### src/rtl/jt12_dac_serial_if.sv
// rtl/jt12_dac_serial_if.sv - sample input and serial DAC pin bundle for jt12_dac_serial
interface jt12_dac_serial_if;
  logic [15:0] left;
  logic [15:0] right;
  logic        sample;
  logic        so;
  logic        bclk;
  logic        sh1;
  logic        sh2;
  logic        busy;
  logic        overrun;

  modport master (
    output left, right, sample,
    input  so, bclk, sh1, sh2, busy, overrun
  );

  modport slave (
    input  left, right, sample,
    output so, bclk, sh1, sh2, busy, overrun
  );
endinterface

### src/rtl/jt12_dac_serial.sv
// rtl/jt12_dac_serial.sv - 16-bit stereo samples to serial 3e/10m float words for YM3012-style DACs
module jt12_dac_serial #(
  parameter int DIV = 2,
  parameter int WIN = 16
) (
  input  logic           clk,
  input  logic           rst,
  input  logic           clk_en,
  jt12_dac_serial_if.slave dac
);

  localparam int TW = $clog2(DIV);
  localparam logic [TW-1:0] TICK_LAST = TW'(DIV - 1);
  localparam logic [TW-1:0] TICK_HALF = TW'(DIV / 2);

  typedef enum logic {IDLE, SEND} state_t;

  state_t         state, state_nxt;
  logic [TW-1:0]  tick_cnt, tick_nxt;
  logic [4:0]     bit_cnt, bit_nxt;
  logic [WIN-1:0] cur_l, cur_r, pend_l, pend_r;
  logic           pend_v, pend_v_nxt;
  logic           ovr, ovr_nxt;
  logic           load_in, load_pend, store_pend;
  logic [15:0]    word_l, word_r;
  logic           busy_i;

  // Exponent picks the smallest shift that keeps the sign bit inside the 10-bit mantissa.
  function automatic logic [15:0] to_float(input logic [15:0] x);
    logic [3:0]  p;
    logic [2:0]  e;
    logic [15:0] sh;
    p = 4'd0;
    for (int i = 0; i < 15; i++) begin
      if (x[i] != x[15]) p = 4'(i);
    end
    e  = (p > 4'd8) ? 3'(p - 4'd7) : 3'd1;
    sh = x >> (e - 3'd1);
    return {e, sh[9:0], 3'b000};
  endfunction

  always_ff @(posedge clk) begin
    if (rst) begin
      state    <= IDLE;
      tick_cnt <= '0;
      bit_cnt  <= '0;
      pend_v   <= 1'b0;
      ovr      <= 1'b0;
      cur_l    <= '0;
      cur_r    <= '0;
      pend_l   <= '0;
      pend_r   <= '0;
    end else if (clk_en) begin
      state    <= state_nxt;
      tick_cnt <= tick_nxt;
      bit_cnt  <= bit_nxt;
      pend_v   <= pend_v_nxt;
      ovr      <= ovr_nxt;
      if (load_in) begin
        cur_l <= dac.left;
        cur_r <= dac.right;
      end else if (load_pend) begin
        cur_l <= pend_l;
        cur_r <= pend_r;
      end
      if (store_pend) begin
        pend_l <= dac.left;
        pend_r <= dac.right;
      end
    end
  end

  always_comb begin
    state_nxt  = state;
    tick_nxt   = tick_cnt;
    bit_nxt    = bit_cnt;
    pend_v_nxt = pend_v;
    ovr_nxt    = 1'b0;
    load_in    = 1'b0;
    load_pend  = 1'b0;
    store_pend = 1'b0;
    case (state)
      IDLE: begin
        if (dac.sample) begin
          state_nxt = SEND;
          tick_nxt  = '0;
          bit_nxt   = '0;
          load_in   = 1'b1;
        end
      end
      SEND: begin
        ovr_nxt = dac.sample & pend_v;
        if (tick_cnt == TICK_LAST) begin
          tick_nxt = '0;
          bit_nxt  = bit_cnt + 5'd1;
        end else begin
          tick_nxt = tick_cnt + TW'(1);
        end
        // A strobe on the frame's final tick is handed straight to the next frame.
        if (bit_cnt == 5'd31 && tick_cnt == TICK_LAST) begin
          pend_v_nxt = 1'b0;
          if (dac.sample)  load_in   = 1'b1;
          else if (pend_v) load_pend = 1'b1;
          else             state_nxt = IDLE;
        end else if (dac.sample) begin
          store_pend = 1'b1;
          pend_v_nxt = 1'b1;
        end
      end
      default: state_nxt = IDLE;
    endcase
  end

  assign word_l      = to_float(cur_l);
  assign word_r      = to_float(cur_r);
  assign busy_i      = (state == SEND);
  assign dac.busy    = busy_i;
  assign dac.so      = busy_i & (bit_cnt[4] ? word_r[bit_cnt[3:0]] : word_l[bit_cnt[3:0]]);
  assign dac.bclk    = busy_i & (tick_cnt < TICK_HALF);
  assign dac.sh1     = busy_i & ~bit_cnt[4];
  assign dac.sh2     = busy_i & bit_cnt[4];
  assign dac.overrun = ovr;

endmodule

### src/flat_wrapper.sv
// flat-port wrapper written by rule: the top's interface ports become plain ports
module jt12_dac_serial_flat 
#(
  parameter int DIV = 2,
  parameter int WIN = 16
)
  (clk, rst, clk_en, dac_left, dac_right, dac_sample, dac_so, dac_bclk, dac_sh1, dac_sh2, dac_busy, dac_overrun);
  jt12_dac_serial_if dac_i ();
  input  logic clk;
  input  logic rst;
  input  logic clk_en;
  input wire logic [$bits(dac_i.left)-1:0] dac_left;
  input wire logic [$bits(dac_i.right)-1:0] dac_right;
  input wire logic [$bits(dac_i.sample)-1:0] dac_sample;
  output wire logic [$bits(dac_i.so)-1:0] dac_so;
  output wire logic [$bits(dac_i.bclk)-1:0] dac_bclk;
  output wire logic [$bits(dac_i.sh1)-1:0] dac_sh1;
  output wire logic [$bits(dac_i.sh2)-1:0] dac_sh2;
  output wire logic [$bits(dac_i.busy)-1:0] dac_busy;
  output wire logic [$bits(dac_i.overrun)-1:0] dac_overrun;
  assign dac_i.left = dac_left;
  assign dac_i.right = dac_right;
  assign dac_i.sample = dac_sample;
  assign dac_so = dac_i.so;
  assign dac_bclk = dac_i.bclk;
  assign dac_sh1 = dac_i.sh1;
  assign dac_sh2 = dac_i.sh2;
  assign dac_busy = dac_i.busy;
  assign dac_overrun = dac_i.overrun;
  jt12_dac_serial #(.DIV(DIV), .WIN(WIN)) u_core (.clk(clk), .rst(rst), .clk_en(clk_en), .dac(dac_i));
endmodule
### config.mk
export PLATFORM = sky130hd
export DESIGN_NAME = jt12_dac_serial_flat
export DESIGN_NICKNAME = d
export VERILOG_FILES = /design/src/rtl/jt12_dac_serial_if.sv /design/src/rtl/jt12_dac_serial.sv /design/src/flat_wrapper.sv
export SDC_FILE = /design/constraint.sdc
export NUM_CORES = 1
export LEC_CHECK = 0
export CAP_MARGIN = 20
export CORE_AREA = 2 2 73 128
export CTS_CLUSTER_SIZE = 24
export DETAILED_ROUTE_END_ITERATION = 8
export DIE_AREA = 0 0 75 130
export DONT_BUFFER_PORTS = 1
export HOLD_SLACK_MARGIN = 0.06
export PLACE_DENSITY = 0.72
export SYNTH_ARGS = -nofsm -noshare
export SYNTH_HDL_FRONTEND = slang
export SYNTH_SLANG_ARGS = --single-unit
### constraint.sdc
create_clock -name clk -period 4.56 [get_ports clk]
set_input_delay 0.684 -clock clk [delete_from_list [all_inputs] [get_ports clk]]
set_output_delay 0.684 -clock clk [all_outputs]
set_load 0.01 [all_outputs]
== After elaboration in Yosys (flattened, before gate mapping) ==
Cells that the tools add are included.

* Bits in registers: 73
* Bits in latches: 0
* RAM bits: 0
* ROM bits: 0
* Output and inout port bits: 6
* Word-level logic and storage cells: 127
* Memories: 0

* $add $sub $neg: 6
* Multipliers: 0
* Div/mod/pow operators: 0
* $lt $le $gt $ge: 4
* Equal/unequal tests: 31
* Shift-type cells: 2
* Muxes and demuxes: 60
* Bitwise logic cells: 7
* Reduce and logical (&&, ||, !) cells: 8

{| class="wikitable"
|+ Operators by type and width
! kind !! count
|-
| $mux W16 || 4
|-
| $mux W4 || 14
|-
| $shr A16 B3 Y10 || 2
|-
| $mux W3 || 10
|-
| $ne A1 B1 Y1 || 28
|-
| $mux W1 || 20
|-
| $mux W5 || 2
|-
| $pmux W5 S2 || 1
|-
| $bmux W1 S4 || 2
|-
| $gt A4 B4 Y1 const B || 2
|-
| $mux W2 || 4
|-
| $pmux W1 S2 || 3
|-
| $reduce_and A2 Y1 || 3
|-
| $reduce_and A3 Y1 || 2
|-
| $sub A3 B1 Y3 const B || 2
|-
| $sub A3 B3 Y3 const B || 2
|-
| $add A5 B1 Y5 const B || 1
|-
| $and A1 B1 Y1 || 5
|-
| $eq A5 B5 Y1 const B || 1
|-
| $lt A4 B5 Y1 const B || 1
|-
| $ne A2 B2 Y1 const B || 2
|-
| $reduce_bool A2 Y1 || 2
|-
| $not A1 Y1 || 2
|-
| $add A1 B1 Y1 const B || 1
|-
| other kinds (2) || 2
|}

== Longest topological paths before layout ==
Gate-level depths: netlist of the first run.

* Depth after elaboration: 23
* Mapped depth: 25

== Worst setup path after synthesis of the first run ==
OpenSTA, ideal clock, no wires.

* Kind: flip-flop to output port
* From: reg u_core.cur_r[15]
* To: out dac_so
* Arrival time: 4.149 ns
* Required time: 3.876 ns
* Slack: -0.273 ns
* Cell stages (with the launch flop): 21
* Path buffers: 2
* Cell sequence: dfxtp_1 buf_2 clkbuf_1 or3_1 a21oi_1 o21ai_0 a211oi_1 o22a_1 inv_1 ha_1 nor2_1 o21ai_0 nand2_1 nand2_1 ha_1 clkinv_1 mux4_2 a211oi_1 or4_1 o311a_1 o31ai_2

* Word-level cells in the longest chain between the ends: 23
* Elaborated cells on any way between the ends: 37
* Those cells by class: 2 x add/sub; 1 x order compare; 14 x eq/ne; 1 x shift; 18 x mux; 1 x bitwise

{| class="wikitable"
|+ Ends and longest elaborated chain
! what !! line !! text
|-
| from (decl) || jt12_dac_serial.sv:21 || <nowiki>logic [WIN-1:0] cur_l, cur_r, pend_l, pend_r;</nowiki>
|-
| from (signal assigned) || jt12_dac_serial.sv:61 || <nowiki>cur_r <= dac.right;</nowiki>
|-
| from (signal assigned) || jt12_dac_serial.sv:64 || <nowiki>cur_r <= pend_r;</nowiki>
|-
| $ne A1 B1 Y1 || jt12_dac_serial.sv:35 || <nowiki>if (x[i] != x[15]) p = 4'(i);</nowiki>
|-
| $mux W1 || jt12_dac_serial.sv:35 ||
|-
| $mux W2 (2 in a row) || jt12_dac_serial.sv:35 ||
|-
| $mux W3 (4 in a row) || jt12_dac_serial.sv:35 ||
|-
| $mux W4 (7 in a row) || jt12_dac_serial.sv:35 ||
|-
| $gt A4 B4 Y1 / $sub A3 B3 Y3 (equally long branches) || jt12_dac_serial.sv:37 || <nowiki>e = (p > 4'd8) ? 3'(p - 4'd7) : 3'd1;</nowiki>
|-
| $mux W3 || jt12_dac_serial.sv:37 ||
|-
| $sub A3 B1 Y3 || jt12_dac_serial.sv:38 || <nowiki>sh = x >> (e - 3'd1);</nowiki>
|-
| $shr A16 B3 Y10 || jt12_dac_serial.sv:38 ||
|-
| $bmux W1 S4 (*) || jt12_dac_serial.sv:118 || <nowiki>assign dac.so = busy_i & (bit_cnt[4] ? word_r[bit_cnt[3:0]] : word_l[bit_cnt[3:0]]);</nowiki>
|-
| $mux W1 (not written as such) (*) || jt12_dac_serial.sv:118 ||
|-
| $mux W1 (*) || jt12_dac_serial.sv:118 ||
|-
| $and A1 B1 Y1 (*) || jt12_dac_serial.sv:118 ||
|-
| to (decl) || flat_wrapper.sv:15 || <nowiki>output wire logic [$bits(dac_i.so)-1:0] dac_so;</nowiki>
|}

Mark *: on every way between the ends. The rest lies on a longest branch, timed or not. The select of a mux whose other input is x is not followed.

== Final worst setup path of the first run ==
Same ends and word-level chain as after synthesis.

==> impl_results.md, run 1 <==
* Status: complete, but fails checks
* Violated checks: negative setup slack
* Number of enable-type register cells in the synthesized netlist at 0
* Netlist Area Pre-Place at 4966 um^2
* Count of unresolved DRC violations after routing at 0
* Number of buffers added by the clock tree synthesis step at 9
* Critical Path Start Type: flop
* Multi-input combinational cell area at 3343 um^2
* Clk pin slew, worst setup/hold paths at around 60 ps
* Row Count at 46
* Arrival time of data at the critical path endpoint at 4150 ps
* Worst Path Required at 3880 ps
* Number of buffers inserted by port buffering at 0
* Vias per std cell at 6.575
* Instance area at placement at 5250 um^2
* Clock latency of the later-clocked register in the worst-skew pair at 340 ps
* Power per cell area at 327.4 nW/um^2
* Actual transition at the worst max-transition pin at 984.2 ps
* Total die area at about 9800 um^2
* Total gr overflow at 0
* Overall fraction of global-route tracks in use at 0.3137
* WHS Endpoint: u_core.cur_r[11]
* Worst hold slack at a little over 400 ps
* Static leakage at 1.949 nW
* Worst slack at placement at -101.9 ps
* CTS tree: done
* Startpoint of the lowest-slack hold path: rst
* Syn nets at around 700
* Iter 0 DRT Violations at 615
* Total I/O pin count at between 40 and 50
* Total negative slack at -276.2 ps
* Final Hold Vio Count at 0
* Final instance count without filler cells at 793
* Number of iterations in the first detailed-routing pass at 6
* Instance count along the most critical hold path at 1
* Max VDD drop at between 300 and 400 uV
* Synthesis-stage register bit count at 73
* Final period utilization at 1.061
* Die span in y at 130 um
* First-pass GRT wire length at 23340 um
* Most instantiated flip-flop cell in the synthesis netlist: sky130_fd_sc_hd__dfxtp_1
* Maximum operating frequency at 0.2068 GHz
* Cell chosen for the clock root: sky130_fd_sc_hd__clkbuf_16
* Syn Inst Count at between 600 and 700
* HPWL Detailed at 10290 um
* Number of antenna violations at the first check in global routing at 0
* Normalized max-slew margin at 0.3439
* Global-route track usage on met2 at 0.5733
* Capturing element type of the critical path: output pin
* Largest net degree at the start of global routing at 73
* Number of nets in the layout at slightly above 700
* Proportion of synthesized flip-flops having asynchronous set or reset at 0
* Fraction of the yosys area taken by sequential cells at 0.2943
* Largest fanout of any net on the critical path at 3
* Sequential Area at ~1500 um^2
* Area grow syn2layout at 16.23%
* Number of global-route vias before repair at 4931
* Final Max Slew Viols at 0
* Routability cong. at 0.9491
* Buffer depth of the longest clock path at 2
* Capture instance of the worst register-to-register path: u_core.cur_r[14]
* Overall power of the completed layout at 1.890 mW
* Post-route standard cell area excluding fillers at 5772 um^2
* Initial Utilization at 0.5639
* Number of max-cap violations at 0
* Share of post-route cells with drive strength above 1 at 0.1961
* Reg-to-reg critical path startpoint: u_core.bit_cnt[0]
* Busiest layer in global routing: met2
* Layout filler cell count at 751
* Antenna diode count at 0
* Period minus WS final at 4836 ps
* Instance count after placement with tap cells included at around 770
* Wire per inst at 18.86 um
* Per-instance average area after synthesis at about 7.5 um^2
* H-tree depth at 3
* DRT antenna net count at 0
* Number of setup violations in the final report at 1
* Clock Skews at between 6 and 7 ps
* Final WS setup at -276.2 ps
* Met3 capacity usage during global routing at 0.05019
* Setup repair after global routing missed its margin: yes
* Synth cell types at 63
* Total wirelength of the detailed-routed design at ~15000 um
* Worst setup path category: flop to output pin
* Met1 usage in global routing at 0.3205
* Via Count at 5214
* Number of clock sinks at 73
* Area of the core at between 8000 and 9000 um^2
* Yosys warning count at 0
* Die width at 75 um
* Min-delay worst type: primary input to flop
* Final cell utilization of the core at 0.6554
* R2R depth at 9
* Register-to-register path setup slack at 1210 ps
==> logic make-up after synthesis <==
kind of cell,share of synthesized area
adders and majority gates,0.02016
buffers and inverters,0.06248
xor gates and xnor gates,0.01209
muxes,0.09499
and+or+nand+nor,0.2230
DFF,0.2943
AOI/OAI and AO/OA,0.2930
==> sequential cells by signal, indices dropped and copies added, names as in the netlist <==
name and flops:
u_core.cur_l 16, u_core.cur_r 16, u_core.dac.busy 1, u_core.pend_v 1, u_core.pend_l 16, u_core.bit_cnt 5
u_core.pend_r 16, u_core.dac.overrun 1, u_core.tick_cnt 1
==> worst max-delay path: stages (launching register included) <==
cell                       delay, ps
sky130_fd_sc_hd__dfxtp_1         300
sky130_fd_sc_hd__or3_1           380
sky130_fd_sc_hd__a21oi_1         150
sky130_fd_sc_hd__o21ai_1         100
sky130_fd_sc_hd__a211oi_1        200
sky130_fd_sc_hd__o22a_1          190
sky130_fd_sc_hd__inv_1            50
sky130_fd_sc_hd__ha_2            180
sky130_fd_sc_hd__nor2_2           90
sky130_fd_sc_hd__o21ai_2          60
sky130_fd_sc_hd__nand2_1          90
sky130_fd_sc_hd__nand2_2          70
sky130_fd_sc_hd__ha_4            270
sky130_fd_sc_hd__a21oi_2         140
sky130_fd_sc_hd__o22ai_2         100
sky130_fd_sc_hd__a21oi_2         180
sky130_fd_sc_hd__nor3_2           60
sky130_fd_sc_hd__or4_1           510
sky130_fd_sc_hd__o311a_1         390
sky130_fd_sc_hd__o31ai_4         290
==> layout make-up <==
cell class / count / area share
clock buffer: 10 / 0.03967
multi-input combinational: 511 / 0.5792
inverter: 18 / 0.01214
clock inverter: 6 / 0.01149
tap: 120 / 0.02601
timing repair buffer: 55 / 0.07544
sequential: 73 / 0.2560
==> synthesized netlist by cell type, types with 3 or more instances <==
library cell               number  share of area
sky130_fd_sc_hd__nor3_1        17          0.017
sky130_fd_sc_hd__clkinv_1       3         0.0023
sky130_fd_sc_hd__o21ai_0       16          0.016
sky130_fd_sc_hd__nor2b_1        5         0.0063
sky130_fd_sc_hd__nand4_1        6         0.0076
sky130_fd_sc_hd__mux2_2         3         0.0068
sky130_fd_sc_hd__or3_1          4         0.0050
sky130_fd_sc_hd__a21o_1         3         0.0045
sky130_fd_sc_hd__ha_1           8          0.020
sky130_fd_sc_hd__dfxtp_1       73           0.29
sky130_fd_sc_hd__and3_1         7         0.0088
sky130_fd_sc_hd__mux4_2        15          0.068
sky130_fd_sc_hd__mux2i_1       10          0.020
sky130_fd_sc_hd__nor2_1        34          0.026
sky130_fd_sc_hd__o22a_1         3         0.0053
sky130_fd_sc_hd__nand3_1       20          0.020
sky130_fd_sc_hd__a31oi_1       11          0.014
sky130_fd_sc_hd__nand2_1      132           0.10
sky130_fd_sc_hd__a21oi_1       98          0.099
sky130_fd_sc_hd__clkbuf_1      53          0.040
sky130_fd_sc_hd__a211oi_1       7          0.011
sky130_fd_sc_hd__inv_1         15          0.011
sky130_fd_sc_hd__o211ai_1       5         0.0076
sky130_fd_sc_hd__buf_2          8         0.0081
sky130_fd_sc_hd__and2_1         4         0.0050
sky130_fd_sc_hd__o221ai_1      34          0.060
sky130_fd_sc_hd__nand2b_1       6         0.0076
sky130_fd_sc_hd__a21boi_0       3         0.0045
sky130_fd_sc_hd__o22ai_1        6         0.0076
sky130_fd_sc_hd__o21bai_1       6         0.0091
sky130_fd_sc_hd__xor2_1         5         0.0088
==> how the worst max path moves through the flow <==
| stage | start | endpoint | slack, ps | cells after the start |
|---|---|---|---|---|
| 2_1_floorplan | u_core.cur_r[15] | dac_so | 5 | 20 |
| 3_3_place_gp | u_core.cur_l[7] | dac_so | 20 | 20 |
| 3_5_place_dp | u_core.cur_l[9] | dac_so | -100 | 20 |
| 4_1_cts | u_core.cur_l[7] | dac_so | -180 | 22 |
| 5_1_grt | u_core.cur_r[2] | dac_so | -490 | 23 |
| 6_report | u_core.cur_r[15] | dac_so | -280 | 19 |
==> power by group <==
part / total (mW) / internal [mW] / switching, mW / leakage (nW)
sequential: 0.683 / 0.656 / 0.0272 / 0.596
combinational: 0.495 / 0.234 / 0.261 / 1.21
clock: 0.711 / 0.425 / 0.286 / 0.147
total: 1.89 / 1.32 / 0.575 / 1.95
==> cells in the final DEF (no fill, tap or decap), types with 5 or more instances in the layout <==
| cell type | Yosys | routed |
|---|---|---|
| sky130_fd_sc_hd__a211oi_1 | 7 | 6 |
| sky130_fd_sc_hd__a21oi_1 | 98 | 92 |
| sky130_fd_sc_hd__a21oi_2 | 0 | 6 |
| sky130_fd_sc_hd__a31oi_1 | 11 | 11 |
| sky130_fd_sc_hd__and3_1 | 7 | 7 |
| sky130_fd_sc_hd__buf_4 | 0 | 49 |
| sky130_fd_sc_hd__buf_6 | 0 | 6 |
| sky130_fd_sc_hd__clkbuf_16 | 0 | 9 |
| sky130_fd_sc_hd__dfxtp_1 | 73 | 64 |
| sky130_fd_sc_hd__dfxtp_2 | 0 | 7 |
| sky130_fd_sc_hd__ha_1 | 8 | 5 |
| sky130_fd_sc_hd__inv_1 | 15 | 14 |
| sky130_fd_sc_hd__mux2i_1 | 10 | 10 |
| sky130_fd_sc_hd__mux4_2 | 15 | 15 |
| sky130_fd_sc_hd__nand2_1 | 132 | 130 |
| sky130_fd_sc_hd__nand2b_1 | 6 | 6 |
| sky130_fd_sc_hd__nand3_1 | 20 | 20 |
| sky130_fd_sc_hd__nand4_1 | 6 | 6 |
| sky130_fd_sc_hd__nor2_1 | 34 | 32 |
| sky130_fd_sc_hd__nor2b_1 | 5 | 5 |
| sky130_fd_sc_hd__nor3_1 | 17 | 15 |
| sky130_fd_sc_hd__o211ai_1 | 5 | 5 |
| sky130_fd_sc_hd__o21ai_0 | 16 | 11 |
| sky130_fd_sc_hd__o21ai_1 | 2 | 5 |
| sky130_fd_sc_hd__o221ai_1 | 34 | 34 |
| sky130_fd_sc_hd__xor2_1 | 5 | 5 |
==> per-layer routing <==
layer  share of wire  vias up  wire length, um
met3           0.055       69              822
met2            0.54      215             8150
met4           0.055        0              819
li1                -     2454                -
met5               0        -                0
met1            0.35     2476             5162
==> repair_timing <==
item | CTS | global route
buffers inserted | 1 | 9
pin swaps | 3 | 28
gates resized for setup | 21 | 30
hold buffers | 0 | 0
endpoints found under the setup margin | 1 | 1
gates cloned | 0 | 0
Power figures use the tool's default switching activity.
==> run 2: changes to the inputs <==
--- a/config.mk
+++ b/config.mk
@@ -5,11 +5,12 @@
 export SDC_FILE = /design/constraint.sdc
 export NUM_CORES = 1
 export LEC_CHECK = 0
+export ABC_AREA = 1
 export CAP_MARGIN = 20
-export CORE_AREA = 2 2 73 128
+export CORE_AREA = 2 2 75 130
 export CTS_CLUSTER_SIZE = 24
 export DETAILED_ROUTE_END_ITERATION = 8
-export DIE_AREA = 0 0 75 130
+export DIE_AREA = 0 0 77 132
 export DONT_BUFFER_PORTS = 1
 export HOLD_SLACK_MARGIN = 0.06
 export PLACE_DENSITY = 0.72
==> run 2 against run 1 <==
Compared with the run above: the run now ends clean; synthesized area rose by 4.0%; synthesized cell count rose by 18%; via count is 5.5% lower; hold slack improved by 24 ps; sequential cell count is the same; cell count is 12% higher; largest power group is now combinational logic.
==> impl_results.md, run 2 <==
* Die span in y at 132 um
* Number of nets in the layout at 811
* Via Count at 4927
* Arrival time of data at the critical path endpoint at 3530 ps
* Syn nets at 828
* Delay of the slowest critical-path stage at approximately 420 ps
* Antenna diode count at 0
* Syn Inst Count at 784
* Final period utilization at 0.9250
* Number of buffers added by the clock tree synthesis step at 9
* First-pass GRT wire length at 20960 um
* Clock Skews at 2.245 ps
* Fraction of the yosys area taken by sequential cells at 0.2829
* CTS tree: done
* Period minus WS final at 4218 ps
* Worst Path Required at 3880 ps
* Total gr overflow at 0
* Area grow syn2layout at 7.484%
* Share of the synthesized area in the top cell type at 0.2829
* Vias per std cell at ~5.5
* Max Used Layer: met4
* Power per cell area at 426.2 nW/um^2
* Buf+Inv Stages, Crit Path at 3
* Overall fraction of global-route tracks in use at 0.2450
* Cts-stage hold buffer count at 0
* Leading area contributor after synthesis: sky130_fd_sc_hd__dfxtp_1
* Worst hold slack at 427.3 ps
* Most used standard cells in the synthesized netlist: sky130_fd_sc_hd__nand2_1 (176), sky130_fd_sc_hd__a21oi_1 (117), sky130_fd_sc_hd__inv_1 (88)
* Startpoint of the lowest-slack hold path: rst
* Synthesis-stage register bit count at 73
* Total die area at 10160 um^2
* Synth cell types at between 40 and 50
* Instance count after placement with tap cells included at 870
* Kind of cell adding the most delay to the critical path: simple AND/OR/NAND/NOR gates
* Iter 0 DRT Violations at 261
* Routability cong. at 0.9644
* H-tree depth at 3
* Sum of routed wire segments on met1 at 5478 um
* Initial Utilization at 0.5681
* Buffer depth of the longest clock path at 2
* Slowest cell on the critical path: sky130_fd_sc_hd__dfxtp_2
* Number of global-route vias before repair at 4532
* Proportion of synthesized flip-flops having asynchronous set or reset at 0
* Number of enable-type register cells in the synthesized netlist at 0
* Final cell utilization of the core at 0.6106
* Clk pin slew, worst setup/hold paths at 50 ps
* Maximum operating frequency at ~0.24 GHz
* Number of setup violations in the final report at 0
* Top-count cell post-synth: sky130_fd_sc_hd__nand2_1
* Status: complete, no violations
* Highest-count cells in the layout ignoring fill and taps: sky130_fd_sc_hd__nand2_1 (175), sky130_fd_sc_hd__a21oi_1 (116), sky130_fd_sc_hd__inv_1 (86)
* Largest net degree at the start of global routing at 65
* Final Max Slew Viols at 0
* Normalized max-slew margin at 0.3827
* Worst setup path category: flop to output pin
* Per-instance average area after synthesis at around 6.6 um^2
* Crit path launch: u_core.cur_l[15]
* Setup repair after global routing missed its margin: no
* Routed length on met3 at 625 um
* Min-delay worst type: primary input to flop
* Wire per inst at 13.98 um
* Yosys warning count at 0
* Clock latency of the later-clocked register in the worst-skew pair at 320 ps
* Number of clock sinks at 73
* Final Hold Vio Count at 0
* Critical Path Start Type: flop
* Capturing element type of the critical path: output pin
* Reg-to-reg critical path startpoint: u_core.bit_cnt[0]
* Largest fanout of any net on the critical path at 7
* Most frequent standard cell in the layout excluding fill and tap cells: sky130_fd_sc_hd__nand2_1
* Max VDD drop at 364.4 uV
* Static leakage at approximately 2.2 nW
* Total negative slack at 0 ps
* HPWL Detailed at ~9000 um
* Actual transition at the worst max-transition pin at 924.9 ps
* Most instantiated flip-flop cell in the synthesis netlist: sky130_fd_sc_hd__dfxtp_1
* Total wirelength of the detailed-routed design at 12430 um
* Share of post-route cells with drive strength above 1 at 0.1157
* DRT antenna net count at 0
* Number of antenna violations at the first check in global routing at 0
* Count of unresolved DRC violations after routing at 0
* Final instance count without filler cells at 889
* Area of the core at 9094 um^2
* Layout filler cell count at 912
* Top post-synthesis cells by area: sky130_fd_sc_hd__dfxtp_1 (28%), sky130_fd_sc_hd__nand2_1 (13%), sky130_fd_sc_hd__a21oi_1 (11%)
* Number of max-cap violations at 0
* Netlist Area Pre-Place at 5166 um^2
* Cell chosen for the clock root: sky130_fd_sc_hd__clkbuf_16
* Number of buffers inserted by port buffering at 0
* Total I/O pin count at 42
* Die width at ~77 um
* Dominant cell type by count on the critical path: sky130_fd_sc_hd__nand2_1
* Number of iterations in the first detailed-routing pass at 8
* Row Count at 46
* WL met2 at 6037 um
-- run 2: cell families (layout without fill, tap and decap cells) --
group	after synthesis	count (layout)	share of synthesized area
and+or+nand+nor	329	329	0.2967
AOI/OAI and AO/OA	203	203	0.2044
adders and majority gates	10	10	0.02325
DFF	73	73	0.2829
buffers and inverters	145	130	0.1216
xor gates and xnor gates	24	24	0.07120
-- run 2: worst reg2reg max path, cell delays in order (launching register included) --
cell	delay (ps)
sky130_fd_sc_hd__dfxtp_1	580
sky130_fd_sc_hd__ha_1	250
sky130_fd_sc_hd__inv_1	60
sky130_fd_sc_hd__nor3_1	190
sky130_fd_sc_hd__ha_1	200
sky130_fd_sc_hd__nand2_1	100
sky130_fd_sc_hd__nand2_1	120
sky130_fd_sc_hd__nand3_2	520
sky130_fd_sc_hd__buf_4	470
sky130_fd_sc_hd__a21oi_1	150
sky130_fd_sc_hd__o21ai_0	120
sky130_fd_sc_hd__a21oi_1	170
-- run 2: per-layer routing --
layer | up-vias | global-route usage
met5 | - | 0
met4 | 0 | 0.08036
met3 | 31 | 0.04247
met2 | 137 | 0.4162
met1 | 2188 | 0.3137
li1 | 2571 | -
-- run 2: worst paths after layout --
kind,to,slack (ps),cells after the start
worst max-delay path,dac_so,340,31
worst min-delay path,u_core.cur_r[10],430,1
worst max register to register,u_core.cur_l[13],1560,11
worst min register to register,u_core.pend_r[10],450,2
-- run 2: cell type report --
| class | count | area, um^2 | area share |
|---|---|---|---|
| multi-input cells | 566 | 3122 | 0.5622 |
| flip-flops and latches | 73 | 1468 | 0.2643 |
| well taps | 120 | 150.1 | 0.02704 |
| clock buffers | 13 | 270.3 | 0.04867 |
| repair inverters | 1 | 7.507 | 0.001352 |
| inverters | 101 | 391.6 | 0.07053 |
| repair buffers | 15 | 143.9 | 0.02591 |
-- run 2: power by group --
part	switching, mW	internal, mW
combinational	0.665	0.384
sequential	0.0242	0.663
clock	0.227	0.403
-- run 2: metrics by stage --
stage          worst slack (ps)  power [mW]  instance area (um^2)
6_report                  342.0       2.366                  5553
5_1_grt                  0.8376       2.526                  5553
4_1_cts                   18.15       2.257                  5434
3_5_place_dp              280.4       1.621                  5152
3_3_place_gp              330.8       1.605                  5152
2_1_floorplan             573.3       1.457                  5166
-- run 2: timing repair --
item	4_1_cts	5_1_grt
cloned	0	1
resized for setup	3	16
endpoints found under the setup margin	1	1
pin swaps	0	1
setup buffers	0	5
